## src/rtl/cu_sequencer.sv

```systemverilog
// Multi-cycle control sequencer. It fetches an instruction word, decodes it, and drives the register-file,
// ALU and PC controls. Define CU_SEQ_BRANCH_EN to enable JMP/JZ; without it those opcodes report as illegal.
module cu_sequencer #(
    parameter  int RSEL_W = 5,
    parameter  int PC_W   = 5,
    localparam int IW     = 4 + 3*RSEL_W
) (
    input  logic                clk,
    input  logic                rst_n,
    input  logic                pc_load,
    input  logic [PC_W-1:0]     pc_init,
    input  logic [IW-1:0]       instr,
    input  logic                instr_valid,
    output logic                instr_ready,
    input  logic                zero_flag,
    output logic [PC_W-1:0]     pc,
    output logic                rd,
    output logic                wr,
    output logic [RSEL_W-1:0]   rd_sel,
    output logic [RSEL_W-1:0]   wr_sel,
    output logic [1:0]          alu_fs,
    output logic                c_en,
    output logic                f_en,
    output logic                imm_en,
    output logic [2*RSEL_W-1:0] imm,
    output logic                halted,
    output logic                illegal
);

    localparam logic [3:0] OP_MOV  = 4'b0100;
    localparam logic [3:0] OP_LDI  = 4'b0101;
    localparam logic [3:0] OP_NOP  = 4'b1000;
    localparam logic [3:0] OP_HALT = 4'b1001;
`ifdef CU_SEQ_BRANCH_EN
    localparam logic [3:0] OP_JMP  = 4'b0110;
    localparam logic [3:0] OP_JZ   = 4'b0111;
`endif

    typedef enum logic [3:0] {
        S_FETCH,
        S_DEC,
        S_A_LDA,
        S_A_LDB,
        S_A_EXE,
        S_A_FLG,
        S_MOV,
        S_LDI,
`ifdef CU_SEQ_BRANCH_EN
        S_JMP,
`endif
        S_HALT
    } state_t;

    state_t            state, state_nx;
    logic [PC_W-1:0]   pc_nx;
    logic [IW-1:0]     ir;
    logic              ir_load;
    logic              opc_known;
    logic [3:0]        opc;
    logic [RSEL_W-1:0] dst, src2, src1;

    assign opc  = ir[IW-1 -: 4];
    assign dst  = ir[3*RSEL_W-1 -: RSEL_W];
    assign src2 = ir[2*RSEL_W-1 -: RSEL_W];
    assign src1 = ir[RSEL_W-1:0];

`ifdef CU_SEQ_BRANCH_EN
    assign opc_known = (opc[3:2] == 2'b00) || (opc == OP_MOV) || (opc == OP_LDI) ||
                       (opc == OP_JMP) || (opc == OP_JZ) || (opc == OP_NOP) || (opc == OP_HALT);
`else
    logic unused_zero_flag;
    assign unused_zero_flag = zero_flag;
    assign opc_known = (opc[3:2] == 2'b00) || (opc == OP_MOV) || (opc == OP_LDI) ||
                       (opc == OP_NOP) || (opc == OP_HALT);
`endif

    always_ff @(posedge clk or negedge rst_n) begin
        if (!rst_n) begin
            state <= S_FETCH;
            pc    <= '0;
            ir    <= '0;
        end else begin
            state <= state_nx;
            pc    <= pc_nx;
            if (ir_load)
                ir <= instr;
        end
    end

    // pc_load is applied last, so it overrides every transition, including a fetch accept.
    always_comb begin
        state_nx = state;
        pc_nx    = pc;
        case (state)
            S_FETCH: if (instr_valid) state_nx = S_DEC;
            S_DEC: begin
                if (opc[3:2] == 2'b00) begin
                    state_nx = S_A_LDA;
                end else begin
                    case (opc)
                        OP_MOV:  state_nx = S_MOV;
                        OP_LDI:  state_nx = S_LDI;
                        OP_HALT: state_nx = S_HALT;
`ifdef CU_SEQ_BRANCH_EN
                        OP_JMP, OP_JZ: state_nx = S_JMP;
`endif
                        default: begin
                            state_nx = S_FETCH;
                            pc_nx    = pc + PC_W'(1);
                        end
                    endcase
                end
            end
            S_A_LDA: state_nx = S_A_LDB;
            S_A_LDB: state_nx = S_A_EXE;
            S_A_EXE: state_nx = S_A_FLG;
            S_A_FLG, S_MOV, S_LDI: begin
                state_nx = S_FETCH;
                pc_nx    = pc + PC_W'(1);
            end
`ifdef CU_SEQ_BRANCH_EN
            S_JMP: begin
                state_nx = S_FETCH;
                if (opc == OP_JMP || zero_flag)
                    pc_nx = ir[PC_W-1:0];
                else
                    pc_nx = pc + PC_W'(1);
            end
`endif
            S_HALT:  state_nx = S_HALT;
            default: state_nx = S_FETCH;
        endcase
        if (pc_load) begin
            state_nx = S_FETCH;
            pc_nx    = pc_init;
        end
    end

    assign ir_load = (state == S_FETCH) && instr_valid && !pc_load;

    always_comb begin
        instr_ready = 1'b0;
        rd          = 1'b0;
        wr          = 1'b0;
        rd_sel      = '0;
        wr_sel      = '0;
        alu_fs      = 2'b00;
        c_en        = 1'b0;
        f_en        = 1'b0;
        imm_en      = 1'b0;
        imm         = '0;
        halted      = 1'b0;
        illegal     = 1'b0;
        case (state)
            S_FETCH: instr_ready = 1'b1;
            S_DEC:   illegal     = !opc_known;
            S_A_LDA: begin
                rd     = 1'b1;
                rd_sel = src1;
                wr     = 1'b1;
            end
            S_A_LDB: begin
                rd     = 1'b1;
                rd_sel = src2;
                wr     = 1'b1;
                wr_sel = RSEL_W'(1);
            end
            S_A_EXE: begin
                c_en   = 1'b1;
                alu_fs = opc[1:0];
                wr     = 1'b1;
                wr_sel = dst;
            end
            // The all-ones register holds the ALU flags.
            S_A_FLG: begin
                f_en   = 1'b1;
                wr     = 1'b1;
                wr_sel = '1;
            end
            S_MOV: begin
                rd     = 1'b1;
                rd_sel = src1;
                wr     = 1'b1;
                wr_sel = dst;
            end
            S_LDI: begin
                imm_en = 1'b1;
                imm    = {src2, src1};
                wr     = 1'b1;
                wr_sel = dst;
            end
            S_HALT:  halted = 1'b1;
            default: ;
        endcase
    end

endmodule

```

## config.mk

```make
export PLATFORM = sky130hd
export DESIGN_NAME = cu_sequencer
export DESIGN_NICKNAME = d
export VERILOG_FILES = /design/src/rtl/cu_sequencer.sv
export SDC_FILE = /design/constraint.sdc
export NUM_CORES = 1
export LEC_CHECK = 0
export CAP_MARGIN = 40
export CORE_ASPECT_RATIO = 1.1
export CORE_MARGIN = 2
export CORE_UTILIZATION = 44
export DETAILED_ROUTE_END_ITERATION = 10
export PLACE_DENSITY = 0.76
export REMOVE_ABC_BUFFERS = 1
export SLEW_MARGIN = 20
export SYNTH_ARGS = -nofsm -noshare
export SYNTH_HDL_FRONTEND = slang
export SYNTH_SLANG_ARGS = --single-unit
```

## constraint.sdc

```tcl
create_clock -name clk -period 1.9 [get_ports clk]
set_input_delay 0.285 -clock clk [delete_from_list [all_inputs] [get_ports clk]]
set_output_delay 0.285 -clock clk [all_outputs]
set_load 0.03 [all_outputs]
```

==> run summary, run 1 <==
The number of synthesized flops with an enable pin works out to 0. The average wire length per cell after detail routing is 13.8 um. The proportion of register bits with asynchronous set or reset after synthesis works out to 1.00. In this run the remaining antenna-violating nets after routing total 0.

The run gives 1 as the H-tree depth. The final wirelength is 3.92 mm, and the total DRC errors in the routed layout is 0. The run gives 1620 ps as the required time reported for the critical path endpoint.

64 I/O pins were placed. The min-delay analysis places its worst path in the category in -> async. Final setup TNS: 0 ps. The layout overhead on the synthesized area was 45.3%. Most used flip-flop cell after synthesis: sky130_fd_sc_hd__dfrtp_1.

TritonCTS built the clock tree. On the final layout, the worst clock skew is 3.00 ps. The number of cells on the worst reg-to-reg path is 6.

The clock input transition at the sequential cells of the worst setup and hold paths is 90 ps. Power spread over the standard cell area amounts to 1070 mW/mm2. Setup violations remaining at the end of the flow were counted as 0. Number of detailed-routing iterations run before antenna repair: 5. Hold repair after CTS inserted 0 buffers. The fraction of the yosys area taken by sequential cells was 0.421. The share of post-route cells with drive strength above 1 is 0.343, and the number of warnings issued by yosys is 0. From left edge to right edge, the die measures 62.6 um. The post-placement setup slack was 94.0 ps; the worst setup slack after layout was 73.9 ps.

The count of buffers added on input and output ports is 62. The synthesized design contains 28 register bits. For this run, the slowest stage of the critical path takes 450 ps. The tools report the total overflow reported by the global router as 0. The logs give 0 for the max capacitance violation total and 0 for the number of max-slew violations in the final report. After the first detailed-routing iteration, the DRC count stood at 21.

The setup check on the worst reg-to-reg path leaves a slack of 160 ps. The worst setup path is captured at an output port. sky130_fd_sc_hd__dfrtp_1 takes more of the synthesized area than any other cell.

The synthesized area per cell came out at 10.4 um2. In this run the critical register-to-register path is captured at ir[15]$_DFFE_PN0P_. Initial antenna violation count: 0. For this design the static power due to leakage is 1.15 nW. The slowest stage of the critical path is the sky130_fd_sc_hd__dfrtp_2 cell. Fill cells in the final layout number 304.

Counting along the longest clock path gives a buffer depth of 2. The count of endpoints failing hold in the final timing report is 0. For the gate count of the mapped netlist, the log shows 160.

The signal on the critical path passes through buf_6 > nor2b_1 > buf_4 > a21oi_1 > nor2_1 > buf_4. The unique cell type count in the Yosys netlist came out at 34. The buffer cell driving the clock tree root was sky130_fd_sc_hd__clkbuf_8. At the pin with the least slew margin, the transition time is 359 ps.

The die covers 0.00429 mm2. Netlist area before placement: 0.00166 mm2. The minimum clock period after layout is 1830 ps, and the area of the multi-input gates is 910 um2. The share of the clock period used by the worst path works out to 0.961.

The flow ran to the end, and the final reports show no timing, DRC or antenna violations. The headroom to the max-slew limit was 0.761; the data arrival time at the worst-slack endpoint was 1540 ps. In this design, the critical path's most frequently occurring cell is sky130_fd_sc_hd__buf_4. The repair_antennas step left the layout with diodes totalling 0. The run gives 0.184 as the global-route total usage across every layer. By area the synthesized netlist is led by sky130_fd_sc_hd__dfrtp_1 42%, sky130_fd_sc_hd__mux2_4 9.0%, sky130_fd_sc_hd__mux2_2 8.1%.

Critical path start-end classification: reg -> out. Buffers inserted during clock tree synthesis total 3. Floorplan row count: 23. The worst register-to-register path begins at state[2]$_DFFE_PN0P_.

Worst vdd rail ir drop: 479 uV. Counting every sink on the clock net gives 28. The share of the synthesized area in the top cell type is 0.421, and the vertical die dimension is 68.5 um. The logs give 264 for the number of nets in the final layout and 0.820 for the global placement routability congestion. For the starting utilization of the core area, the log shows 0.459. Entering global routing, the biggest net connects 29 pins. Summed over all nets, the half-perimeter wirelength after detailed placement is 2.88 mm.

The sequential cell area came out at 704 um2. The wire length of the first global-routing pass was 6.22 mm; the via count of the routed design was 1392. The highest clock frequency the design can meet was 548 MHz. The tools report the number of global-route vias before repair as 1328. In this run the worst path has a maximum fanout of 9. The worst setup path is launched from a register.

Dividing the detail-routed via count by the number of cells gives 4.92. The total area inside the core boundary comes to 0.00363 mm2. For the worst-skew pair, the clock arrives at the later sink with an insertion delay of 270 ps.
==> metal layers <==
metal,vias to the layer above,global-route usage,routed length (um)
li1,694,-,-
met1,643,0.212,1690
met2,51,0.351,1970
met3,4,0.0357,225
met4,0,0.0583,30
met5,-,0,0
==> placed cells by master, fill, tap and decap left out, types with 2 or more instances in the layout <==
cell type / instances
sky130_fd_sc_hd__and2_1: 11
sky130_fd_sc_hd__nor2_1: 24
sky130_fd_sc_hd__dfrtp_2: 3
sky130_fd_sc_hd__a21oi_1: 15
sky130_fd_sc_hd__and3_1: 2
sky130_fd_sc_hd__clkdlybuf4s50_1: 32
sky130_fd_sc_hd__nand2b_1: 5
sky130_fd_sc_hd__nand2_1: 4
sky130_fd_sc_hd__mux2_2: 12
sky130_fd_sc_hd__clkbuf_8: 4
sky130_fd_sc_hd__mux2_4: 10
sky130_fd_sc_hd__xnor2_1: 3
sky130_fd_sc_hd__buf_4: 43
sky130_fd_sc_hd__o21ai_0: 3
sky130_fd_sc_hd__nand3_1: 2
sky130_fd_sc_hd__nor2b_1: 9
sky130_fd_sc_hd__dfrtp_1: 25
sky130_fd_sc_hd__nand3b_1: 2
sky130_fd_sc_hd__mux2i_1: 5
==> layout make-up <==
cell class	instances	share of cell area
Clock buffer	4	0.0228
Tap cell	50	0.0259
Sequential cell	28	0.291
Timing Repair Buffer	78	0.284
Multi-Input combinational cell	123	0.376
==> Yosys cell counts (2+ instances only) <==
master,instances
sky130_fd_sc_hd__xnor2_1,3
sky130_fd_sc_hd__dfrtp_1,28
sky130_fd_sc_hd__and3_1,3
sky130_fd_sc_hd__nor2b_1,9
sky130_fd_sc_hd__nand3_1,2
sky130_fd_sc_hd__nand3b_1,2
sky130_fd_sc_hd__nand2b_1,5
sky130_fd_sc_hd__buf_6,2
sky130_fd_sc_hd__a21oi_1,16
sky130_fd_sc_hd__mux2i_1,5
sky130_fd_sc_hd__clkbuf_1,3
sky130_fd_sc_hd__mux2_2,12
sky130_fd_sc_hd__nor2_1,24
sky130_fd_sc_hd__and2_1,11
sky130_fd_sc_hd__o21ai_0,3
sky130_fd_sc_hd__nand2_1,4
sky130_fd_sc_hd__mux2_4,10
sky130_fd_sc_hd__nor3b_1,2
==> per-stage QoR <==
stage / utilization / instances / area [um2] / power (mW) / hold WS, ps
after global placement: 0.635 / 274 / 2300 / 2.16 / 488
after global routing: 0.667 / 283 / 2420 / 2.76 / 415
final: 0.667 / 283 / 2420 / 2.59 / 378
after detailed placement: 0.635 / 274 / 2300 / 2.21 / 498
after floorplan: - / 151 / 1600 / 1.78 / -10.6
after CTS: 0.651 / 278 / 2360 / 2.58 / 388
==> flip-flops by register name, summed over array words and instances, names as in the netlist <==
signal / count
ir: 19
pc: 5
state: 4
==> worst max-delay path by stage <==
stage                         start                 to  slack (ps)
3_5_place_dp                pc_load  ir[7]$_DFFE_PN0P_          90
4_1_cts        state[2]$_DFFE_PN0P_                 wr         0.7
6_report       state[0]$_DFFE_PN0P_          rd_sel[2]          70
5_1_grt        state[2]$_DFFE_PN0P_            illegal          -8
2_1_floorplan  state[0]$_DFFE_PN0P_  ir[0]$_DFFE_PN0P_        -460
3_3_place_gp                pc_load  ir[3]$_DFFE_PN0P_         120
==> where the power goes <==
part	switching, mW	internal (mW)
Clock	0.177	0.185
Combinational	0.560	0.644
Sequential	0.213	0.812
==> cells by family after synthesis <==
logic type / after synthesis / share of synthesized area
adders and majority gates: 1 / 0.00752
buffers and inverters: 9 / 0.0406
muxes: 27 / 0.202
xor gates and xnor gates: 4 / 0.0211
DFF: 28 / 0.421
AOI/OAI and AO/OA: 26 / 0.0978
and+or+nand+nor: 65 / 0.211
==> what timing repair did <==
| item | CTS | global route |
|---|---|---|
| buffers inserted | 0 | 5 |
| gates resized for setup | 3 | 6 |
| setup endpoints to repair | 13 | 16 |
| pin swaps | 0 | 0 |
| endpoints found under the hold margin | 0 | 0 |
==> critical path, delay by kind of cell (launching register included) <==
kind | cells | cell delay, ps
compound gates | 1 | 160
buf+inv | 3 | 480
flops | 1 | 450
simple gates | 2 | 180
Power figures use the tool's default switching activity.
==> inputs of run 2 (changes only) <==
--- a/config.mk
+++ b/config.mk
@@ -5,12 +5,14 @@
 export SDC_FILE = /design/constraint.sdc
 export NUM_CORES = 1
 export LEC_CHECK = 0
+export ABC_AREA = 1
 export CAP_MARGIN = 40
 export CORE_ASPECT_RATIO = 1.1
 export CORE_MARGIN = 2
-export CORE_UTILIZATION = 44
+export CORE_UTILIZATION = 35
 export DETAILED_ROUTE_END_ITERATION = 10
-export PLACE_DENSITY = 0.76
+export HOLD_SLACK_MARGIN = 0.02
+export PLACE_DENSITY = 0.62
 export REMOVE_ABC_BUFFERS = 1
 export SLEW_MARGIN = 20
 export SYNTH_ARGS = -nofsm -noshare
==> run summary, run 2 <==
The average wire length per cell after detail routing is 11.0 um (-21%). Reg-to-reg critical path endpoint: pc[3]$_DFFE_PN0P_. For the max capacitance violation total, the log shows 0 (unchanged). The startpoint identified for the worst register-to-register timing path is state[2]$_DFFE_PN0P_. The logs give 4 (-1) for the number of detailed-routing iterations run before antenna repair and 446 uV (-6.9%) for the worst vdd rail ir drop.

The logs give 0 (unchanged) for the initial antenna violation count and 71 (+240%) for the initial detailed-routing violation count. The top cell types in the final layout, fill and taps aside, are 55 x sky130_fd_sc_hd__nand2_1, 43 x sky130_fd_sc_hd__inv_1, 32 x sky130_fd_sc_hd__clkdlybuf4s50_1. The actual slew at the worst max-slew pin works out to 359 ps (-0.479 ps). The clock tree buffer depth came out at 2 (unchanged). The most instantiated library cell after synthesis is sky130_fd_sc_hd__nand2_1. For the number of buffers created by CTS, the log shows 3 (unchanged).

The number of nets in the final layout was 334 (+27%); the insertion delay of the later-clocked pin in the worst-skew pair was 270 ps (about the same). The number of synthesized flops with an enable pin works out to 0 (unchanged). The largest registers in the layout are ir (19), pc (5), state (4). Power density over the cells: 1290 mW/mm2 (+20%).

The arithmetic-cell share of the synthesized area counting full adders, half adders and majority gates was 0.00745 (-0.0000672). The number of warnings issued by yosys is 0 (unchanged). The critical path start-end classification was reg -> out.

The post-synthesis mux area share is 0 (-0.202). The vertical die dimension works out to 76.6 um (+12%). The tools report the starting utilization of the core area as 0.363 (-0.0954). The worst setup path is captured at an output port. Global placement routability congestion: 0.828 (+1.0%). The logs give 28 (unchanged) for the number of clock sinks and 0 (unchanged) for the total DRC errors in the routed layout. The total overflow reported by the global router was 0 (unchanged). The share of post-route cells with drive strength above 1 was 0.241 (-0.102). Buffer cell driving the clock tree root: sky130_fd_sc_hd__clkbuf_8. The synthesized area per cell was 7.24 um2 (-30%). The tools report the total design power as 3.11 mW (+20%). For the final antenna diode count, the log shows 0 (unchanged).

The count of port buffers added during placement is 62 (unchanged). The tools report the H-tree depth as 1 (unchanged). Floorplan row count: 26 (+13%).

The synthesized-area fraction occupied by and/or/nand/nor cells was 0.316 (+0.105); the share of the clock period used by the worst path was 0.949 (-0.0126). Of all cell types, the one taking the most synthesized area is sky130_fd_sc_hd__dfrtp_1. The clock skew is 5.18 ps (+2.18 ps), and the via count of the routed design is 1630 (+17%). For the clock power share, the log shows 0.118 (-0.022). Count of buffer and inverter cells on the critical path: 2 (-1).

The tools report the fraction of the yosys area taken by sequential cells as 0.417 (-0.00377). Setup repair after global routing left no endpoint under its margin. The internal portion of total power came out at 1.69 mW (+3.1%). The logs give 1.42 mW (+50%) for the power dissipated by switching net loads and 6.57 mm (+5.5%) for the wire length of the first global-routing pass. The logs give 26 (-24%) for the unique cell type count in the Yosys netlist and 0.343 (-0.053) for the part of the total power dissipated in sequential elements. The tools report the hold buffer count at CTS as 0 (unchanged).

The final setup violation count was 0 (unchanged); the clock input transition at the sequential cells of the worst setup and hold paths was 90 ps (about the same). By area, the combinational part of the netlist is dominated by simple AND/OR/NAND/NOR gates. Width of the chip: 70.0 um (+12%).

TritonCTS built the clock tree. The signal on the critical path passes through buf_4 > nor2_2 > nand3_4 > o22ai_1 > buf_4. The tools report the pin count of the biggest net entering global routing as 39 (+34%). The count of state elements after synthesis is 28 (unchanged). The minimum clock period after layout is 1800 ps (-23.9 ps). The data arrival time at the worst-slack endpoint came out at 1520 ps (-20 ps).

The run finished with clean final reports. The remaining antenna violation count after routing was 0 (unchanged); the register-to-register setup slack was 530 ps (+370 ps). The relative contribution of combinational cells to total power is 0.539 (+0.075), and the number of vias per cell after detailed routing is 4.54 (-7.7%).

The global-route total usage across every layer is 0.150 (-0.0337), and the gate count of the mapped netlist is 232 (+45%). In the synthesized netlist, the cells that appear most often are 55 x sky130_fd_sc_hd__nand2_1, 44 x sky130_fd_sc_hd__inv_1, 31 x sky130_fd_sc_hd__nor2_1, 28 x sky130_fd_sc_hd__dfrtp_1, 21 x sky130_fd_sc_hd__nand3_1. The run gives 1.29 nW (+13%) as the leakage component of the power. Commonest non-fill, non-tap cell in the layout: sky130_fd_sc_hd__nand2_1. Placeable core area: 0.00462 mm2 (+27%).

Register bank with the most flops: ir. The required time reported for the critical path endpoint is 1620 ps (about the same), and the number of flip-flops in the largest register is 19 (unchanged). The tools report the number of max-slew violations in the final report as 0 (unchanged). After synthesis, the cell types taking the most area are sky130_fd_sc_hd__dfrtp_1 42%, sky130_fd_sc_hd__nand2_1 12%, sky130_fd_sc_hd__inv_1 9.8%. The synthesized-area fraction occupied by xor and xnor cells works out to 0 (-0.0211). The min-delay analysis places its worst path in the category in -> async. The cell that appears most often on the critical path is sky130_fd_sc_hd__buf_4. The headroom to the max-slew limit came out at 0.761 (about the same).

Category of the worst setup path launch point: a register. The count of pins on the block boundary is 64 (unchanged). Tracing the worst setup path back leads to its startpoint at state[3]$_DFFE_PN0P_. The number of cells traversed by the worst register-to-register path came out at 7 (+1). For the count of endpoints failing hold in the final timing report, the log shows 0 (unchanged). The final wirelength came out at 3.94 mm (+0.51%).

The largest fanout on the critical path was 8 (-1); the longest individual stage delay on the worst path was 460 ps (about the same). The proportion of register bits with asynchronous set or reset after synthesis came out at 1.00 (unchanged). The logs give 0 ps (unchanged) for the final setup TNS and 3.04 mm (+5.6%) for the estimated wirelength of the detail-placed design. For the area of the die, the log shows 0.00537 mm2 (+25%). The share of the synthesized area in the top cell type was 0.417 (-0.00377). The most used flip-flop cell after synthesis is sky130_fd_sc_hd__dfrtp_1. From synthesis to final layout, the design area changed by 43.7%. The netlist area before placement is 0.00168 mm2 (+0.90%). Cell with the largest stage delay on the worst path: sky130_fd_sc_hd__dfrtp_2.

Fraction of power spent switching nets: 0.457 (+0.0903). The kind of cell adding the most delay to the critical path was flip-flops. The highest clock frequency the design can meet is 555 MHz (+1.3%). The number of global-route vias before repair is 1486 (+12%), and the synthesized-area fraction occupied by ao, oa, aoi and oai cells is 0.121 (+0.0230).
-- run 2: changes by cell type in the layout (fill, tap and decap cells not counted), sizes merged, moves of 10 or more --
| cell | change |
|---|---|
| a21oi | -13 |
| and2 | -11 |
| buf | -14 |
| inv | +49 |
| mux2 | -22 |
| nand2 | +55 |
| nand3 | +21 |
| nor2 | +10 |
| o21ai | +18 |
-- run 2: final cells by class --
class	count	area (um2)
fill	484	2210
multi-input combinational	150	774
sequential	28	702
timing repair buffer	72	626
inverter	49	186
tap	56	70.1
clock buffer	4	55.1
-- run 2: stage by stage --
step	setup slack [ps]	area [um2]	cells	utilization	hold WS [ps]
CTS	1.50	2400	357	0.521	392
finish	97.8	2410	359	0.522	378
global placement	90.6	2340	352	0.506	468
global route	0.383	2410	359	0.522	428
detailed placement	82.9	2340	352	0.506	472
floorplan	-162	1630	227	-	-10.6
-- run 2: kinds of logic after synthesis --
group	count (synthesis)
DFF	28
and+or+nand+nor	119
adders and majority gates	1
buffers and inverters	54
AOI/OAI and AO/OA	30
-- run 2: worst max-delay path by stage --
stage	endpoint	slack [ps]	cells past startpoint
2_1_floorplan	imm[0]	-160	5
3_3_place_gp	wr_sel[3]	90	4
3_5_place_dp	wr_sel[4]	80	4
4_1_cts	imm[2]	2	6
5_1_grt	imm[3]	0.4	7
6_report	rd_sel[2]	100	5
-- run 2: what timing repair did --
item / CTS / global route
gates resized for setup: 14 / 13
endpoints found under the setup margin: 26 / 21
cloned: 0 / 0
pin swaps: 2 / 1
buffers inserted: 1 / 2
-- run 2: power by group through the flow --
stage                     registers (mW)  clock network, mW  logic (mW)
final                               1.07              0.367        1.68
after global routing                1.11              0.398        1.86
after CTS                           1.07              0.381        1.68
after detailed placement            1.08                  0        1.69
after global placement              1.07                  0        1.67
after floorplan                     1.13                  0        1.05
-- run 2: worst reg2reg max path: stages, from the launching register on --
cell and delay [ps]:
sky130_fd_sc_hd__dfrtp_1 430, sky130_fd_sc_hd__inv_4 100, sky130_fd_sc_hd__nor2_4 60, sky130_fd_sc_hd__buf_4 130, sky130_fd_sc_hd__a21oi_2 270, sky130_fd_sc_hd__nand2_2 150
sky130_fd_sc_hd__nand2_1 90, sky130_fd_sc_hd__nand2_1 50
-- run 2: metal layers --
layer  routed length [um]  track usage
met2                 1990        0.274
met5                    0            0
met4                   53       0.0538
met3                  168       0.0159
met1                 1720        0.181
